<file path="config.mk">
export PLATFORM = sky130hd
export DESIGN_NAME = bcd2bin
export DESIGN_NICKNAME = d
export VERILOG_FILES = /design/src/rtl/bcd2bin.sv
export SDC_FILE = /design/constraint.sdc
export NUM_CORES = 1
export LEC_CHECK = 0
export BUFFER_PORTS_ARGS = -buffer_cell sky130_fd_sc_hd__buf_2
export CELL_PAD_IN_SITES_DETAIL_PLACEMENT = 1
export CELL_PAD_IN_SITES_GLOBAL_PLACEMENT = 1
export CORE_MARGIN = 2
export CORE_UTILIZATION = 35
export CTS_BUF_LIST = sky130_fd_sc_hd__clkbuf_16
export CTS_CLUSTER_DIAMETER = 100
export CTS_CLUSTER_SIZE = 30
export DETAILED_ROUTE_END_ITERATION = 8
export HOLD_SLACK_MARGIN = 0.12
export PLACE_DENSITY = 0.62
export SLEW_MARGIN = 20
export SYNTH_ARGS = -nofsm -noshare
export SYNTH_HDL_FRONTEND = slang
export SYNTH_SLANG_ARGS = --single-unit
</file>
<file path="constraint.sdc">
create_clock -name clk -period 2.11 [get_ports clk]
set_input_delay 0.211 -clock clk [delete_from_list [all_inputs] [get_ports clk]]
set_output_delay 0.211 -clock clk [all_outputs]
set_load 0.005 [all_outputs]
</file>
<file path="src/rtl/bcd2bin.sv">
// Sequential 4-digit BCD to binary converter using reverse double-dabble.
// Uses the same start/ready/done_tick handshake as the binary-to-BCD converter.
module bcd2bin #(
  parameter int N_ITER = 14
) (
  input  logic              clk,
  input  logic              reset,
  input  logic              start,
  input  logic [3:0]        bcd3,
  input  logic [3:0]        bcd2,
  input  logic [3:0]        bcd1,
  input  logic [3:0]        bcd0,
  output logic              ready,
  output logic              done_tick,
  output logic [N_ITER-1:0] bin,
  output logic              err
);

  localparam int CW = $clog2(N_ITER);

  typedef enum logic [1:0] {
    S_IDLE,
    S_OP,
    S_DONE
  } state_e;

  state_e            state_q, state_d;
  logic [CW-1:0]     cnt_q, cnt_d;
  logic [15:0]       bcd_q, bcd_d;
  logic [N_ITER-1:0] sreg_q, sreg_d;
  logic              err_flag_q, err_flag_d;
  logic              ready_q, ready_d;
  logic              done_q, done_d;
  logic [N_ITER-1:0] bin_q, bin_d;
  logic              err_q, err_d;

  logic [N_ITER+15:0] word_sh;
  logic [15:0]        bcd_fix;
  logic               digit_bad;

  // One right shift of the joint {bcd, bin} word, then each BCD digit that
  // received a carried-in half-weight bit (value >= 8) is corrected by -3.
  always_comb begin
    word_sh = {bcd_q, sreg_q} >> 1;
    bcd_fix = word_sh[N_ITER +: 16];
    for (int i = 0; i < 4; i++) begin
      if (word_sh[N_ITER + 4*i +: 4] >= 4'd8) begin
        bcd_fix[4*i +: 4] = word_sh[N_ITER + 4*i +: 4] - 4'd3;
      end
    end
  end

  assign digit_bad = (bcd3 > 4'd9) | (bcd2 > 4'd9) | (bcd1 > 4'd9) | (bcd0 > 4'd9);

  always_comb begin
    // NOTE: every _d starts from its _q so no path through the case leaves a
    // signal unassigned, which would otherwise infer a latch.
    state_d    = state_q;
    cnt_d      = cnt_q;
    bcd_d      = bcd_q;
    sreg_d     = sreg_q;
    err_flag_d = err_flag_q;
    bin_d      = bin_q;
    err_d      = err_q;
    done_d     = 1'b0;

    case (state_q)
      S_IDLE: begin
        if (start) begin
          bcd_d  = {bcd3, bcd2, bcd1, bcd0};
          sreg_d = '0;
          if (digit_bad) begin
            err_flag_d = 1'b1;
            state_d    = S_DONE;
          end else begin
            err_flag_d = 1'b0;
            cnt_d      = CW'(N_ITER - 1);
            state_d    = S_OP;
          end
        end
      end
      S_OP: begin
        bcd_d  = bcd_fix;
        sreg_d = word_sh[N_ITER-1:0];
        if (cnt_q == '0) begin
          state_d = S_DONE;
        end else begin
          cnt_d = cnt_q - CW'(1);
        end
      end
      S_DONE: begin
        bin_d   = err_flag_q ? '0 : sreg_q;
        err_d   = err_flag_q;
        done_d  = 1'b1;
        state_d = S_IDLE;
      end
      default: state_d = S_IDLE;
    endcase

    ready_d = (state_d == S_IDLE);
  end

  // NOTE: state is updated with non-blocking assignments so every flop samples
  // the values from before the edge, independent of statement order.
  always_ff @(posedge clk or posedge reset) begin
    if (reset) begin
      state_q    <= S_IDLE;
      cnt_q      <= '0;
      bcd_q      <= '0;
      sreg_q     <= '0;
      err_flag_q <= 1'b0;
      ready_q    <= 1'b1;
      done_q     <= 1'b0;
      bin_q      <= '0;
      err_q      <= 1'b0;
    end else begin
      state_q    <= state_d;
      cnt_q      <= cnt_d;
      bcd_q      <= bcd_d;
      sreg_q     <= sreg_d;
      err_flag_q <= err_flag_d;
      ready_q    <= ready_d;
      done_q     <= done_d;
      bin_q      <= bin_d;
      err_q      <= err_d;
    end
  end

  assign ready     = ready_q;
  assign done_tick = done_q;
  assign bin       = bin_q;
  assign err       = err_q;

endmodule
</file>
==> impl_metrics.py <==
metrics = {
    "outcome": {
        "status": "finished, final reports clean",
    },
    "worst_setup_path": {
        "slowest_delay_ns": 0.53,
        "cp_slowest_cell": "dfrtp_1",
        "path_class": "reg2reg",
        "crit_start": "state_q[0]$_DFF_PP0_",
        "rrSetupSlack_ns": 0.49,
        "crit_path_end_kind": "flip-flop",
        "crit_required_ns": 2.33,
        "crit_buf_inv": 1,
        "crit_family": "simple AND/OR/NAND/NOR gates",
        "reg2reg_to": "cnt_q[0]$_DFFE_PP0P_",
        "cp_data_arrival_time_ns": 1.83,
        "r2r_cells": 5,
        "cp-start-kind": "flip-flop",
        "cp_max_fo": 30,
        "path_cells": "and2b_1, buf_4, nand2b_1, and2_1, a21oi_1",
        "rr_startpoint": "state_q[0]$_DFF_PP0_",
    },
    "sta": {
        "max_slew_margin_pct": 64.9,
        "skew_ns": 0.00445,
        "hold_viol": 0,
        "fmax_ghz": 0.618,
        "worst_slew_pin_slew_ns": 0.526,
        "tns_ns": 0,
        "setup_viol": 0,
        "slew_viol_final": 0,
        "grt_setup_unrepaired": "false",
        "period_minus_slack_ns": 1.62,
        "post-route-period-util_pct": 76.7,
        "fin_hold_ws_ns": 0.168,
    },
    "synth": {
        "yosys.area.top_type": "dfrtp_1",
        "yosysTopAreaCellShare_pct": 53.3,
        "synth-xor-area-share_pct": 2.11,
        "synth_fp_nets": 275,
        "synthArstFlopShare_pct": 100,
        "synth_compound_area_share_pct": 17.8,
        "synth_ff_type": "dfrtp_1",
        "ys_top_cells_by_count": "dfrtp_1, nand2_1, o21ai_0",
        "yosys.area_share.simple_pct": 17.3,
        "synthesis.area_sq_um": 2490,
        "syn_area_per_cell_sq_um": 9.99,
        "ys_top_cells_by_area": "dfrtp_1, nand2_1, a22o_1",
        "synth_top_family_by_area": "compound AO/OA/AOI/OAI gates",
        "synth_cell_type_count": 36,
        "ys_ff_latch": 54,
        "seq_area_frac_synth_pct": 54.4,
        "synth_edf_count": 0,
        "synth_fa_ha_area_share_pct": 3.52,
        "muxShareOfSynthArea_pct": 0.453,
        "yosysMostFrequentCell": "dfrtp_1",
        "syn_inst": 249,
        "yosysWarnings": 0,
    },
    "grt": {
        "antenna_found_initial": 0,
        "track_usage_pct": 15.5,
        "busiest_layer": "met2",
        "overflow": 0,
        "grtUsageMet3_pct": 3.82,
        "use_met2_pct": 25.6,
        "grtUsageMet1_pct": 20.0,
        "grt_start_max_net_pins": 31,
        "first_global_vias": 1915,
        "grt_pass1_wl_mm": 9.27,
    },
    "hold_path": {
        "min_path_cells": 3,
        "min_from": "bcd2[0]",
        "hold_path_class": "in2reg",
        "whs_endpoint": "bcd_q[8]$_DFFE_PP0P_",
    },
    "power_and_ir_drop": {
        "power_leakage_nw": 1.43,
        "powerDensity_nw_per_um2": 1230,
        "vdd_drop_max_uv": 461,
    },
    "route": {
        "drc_errors": 0,
        "viasPerCell": 4.87,
        "vias": 1861,
        "first_iter_violations": 29,
        "wl_per_cell_um": 14.0,
        "firstDrtPassIters": 2,
        "wl_mm": 5.34,
        "ant_nets": 0,
    },
    "placed_design": {
        "place_area_sq_um": 2770,
        "place_congestion": 0.792,
        "io_buffers": 35,
        "hpwl_mm": 3.93,
    },
    "clock_tree": {
        "cts_tree": "built",
        "cts_root_buf": "clkbuf_16",
        "clockBufferDepth": 2,
        "clkTransAtPathRegs_ns": 0.07,
        "worstSkewPairLatency_ns": 0.29,
        "postCtsSetupBuffers": 0,
        "cts_buffers": 5,
        "htree_levels": 2,
        "cts_sinks": 54,
    },
    "die": {
        "fp.dieW_um": 88.3,
        "initial_core_util_pct": 36.4,
        "coreArea_sq_um": 6830,
        "io_pins": 36,
        "dieArea_sq_um": 7800,
        "num_rows": 30,
        "chipHeight_um": 88.3,
    },
    "cells_and_area": {
        "fillers": 808,
        "drive_gt1_share_pct": 20.6,
        "design_area_sq_um": 2960,
        "syn2layout_area_growth_pct": 19.2,
        "diodes": 0,
        "layout.nets": 311,
    },
    "flow_run": {
        "maxCapViolCount": 0,
    },
}
==> state kept, by name, summed over array words and instances (netlist names) <==
register    count
done_tick       1
state_q         2
err_flag_q      1
err             1
bin            14
ready           1
sreg_q         14
bcd_q          16
cnt_q           4
==> per-stage QoR <==
stage / util [%] / instances / total power [mW] / setup slack [ns]
6_report: 43.4 / 382 / 3.64 / 0.492
3_5_place_dp: 40.5 / 373 / 2.64 / 0.520
5_1_grt: 43.4 / 382 / 3.91 / 0.332
3_3_place_gp: 40.5 / 373 / 2.62 / 0.549
4_1_cts: 43.4 / 382 / 3.69 / 0.486
2_1_floorplan: - / 249 / 2.34 / 0.586
==> worst max path at each step <==
stage,depth (start not counted),slack [ns],endpoint
detailed placement,5,0.52,cnt_q[0]$_DFFE_PP0P_
floorplan,1,0.59,bcd_q[0]$_DFFE_PP0P_
global route,5,0.33,bin[8]$_DFFE_PP0P_
finish,5,0.49,cnt_q[0]$_DFFE_PP0P_
CTS,5,0.49,cnt_q[0]$_DFFE_PP0P_
global placement,6,0.55,cnt_q[0]$_DFFE_PP0P_
==> cell usage in the layout, fill, tap and decap left out, drive strengths merged, types with 3 or more instances in the layout <==
master	netlist	routed
o21ai	21	21
a22o	16	16
clkbuf	6	5
dfrtp	53	53
a31o	3	3
nor2	14	14
ha	7	7
nand2	43	43
nand2b	20	20
buf	8	42
a21oi	10	10
xnor2	3	3
o211a	3	3
a31oi	12	12
xor2	3	3
inv	11	11
==> power by group <==
part	switching (mW)	internal, mW	leakage (nW)
clock	0.361	0.676	0.0915
sequential	0.280	1.29	0.698
combinational	0.572	0.465	0.640
total	1.21	2.43	1.43
==> cell type report <==
class,instances,area [sq um],share of cell area (%)
Tap cell,96,120,4.05
Timing Repair Buffer,43,238,8.02
Multi-Input combinational cell,170,1020,34.5
Sequential cell,54,1350,45.6
Clock inverter,3,63.8,2.15
Clock buffer,5,125,4.22
Inverter,11,41.3,1.39
==> repair_timing <==
item | CTS | global route
hold buffers | 1 | 0
hold endpoints to repair | 24 | 0
gates resized for setup | 0 | 0
==> tightest hold or removal path: stages <==
cell and delay (ns):
buf_2 0.09, nand2_1 0.05, a31oi_1 0.07
==> kinds of logic after synthesis <==
logic type | count (synthesis)
multiplexers | 1
AO/OA/AOI/OAI | 67
XOR/XNOR | 6
buffers and inverters | 25
AND/OR/NAND/NOR | 89
adder cells (fa/ha/maj) | 7
flip-flops | 54
==> layer usage <==
metal / vias to the layer above / routed length (um)
met4: 0 / 71
met5: - / 0
li1: 921 / -
met1: 899 / 2520
met2: 33 / 2570
met3: 8 / 182
Power figures use the tool's default switching activity.
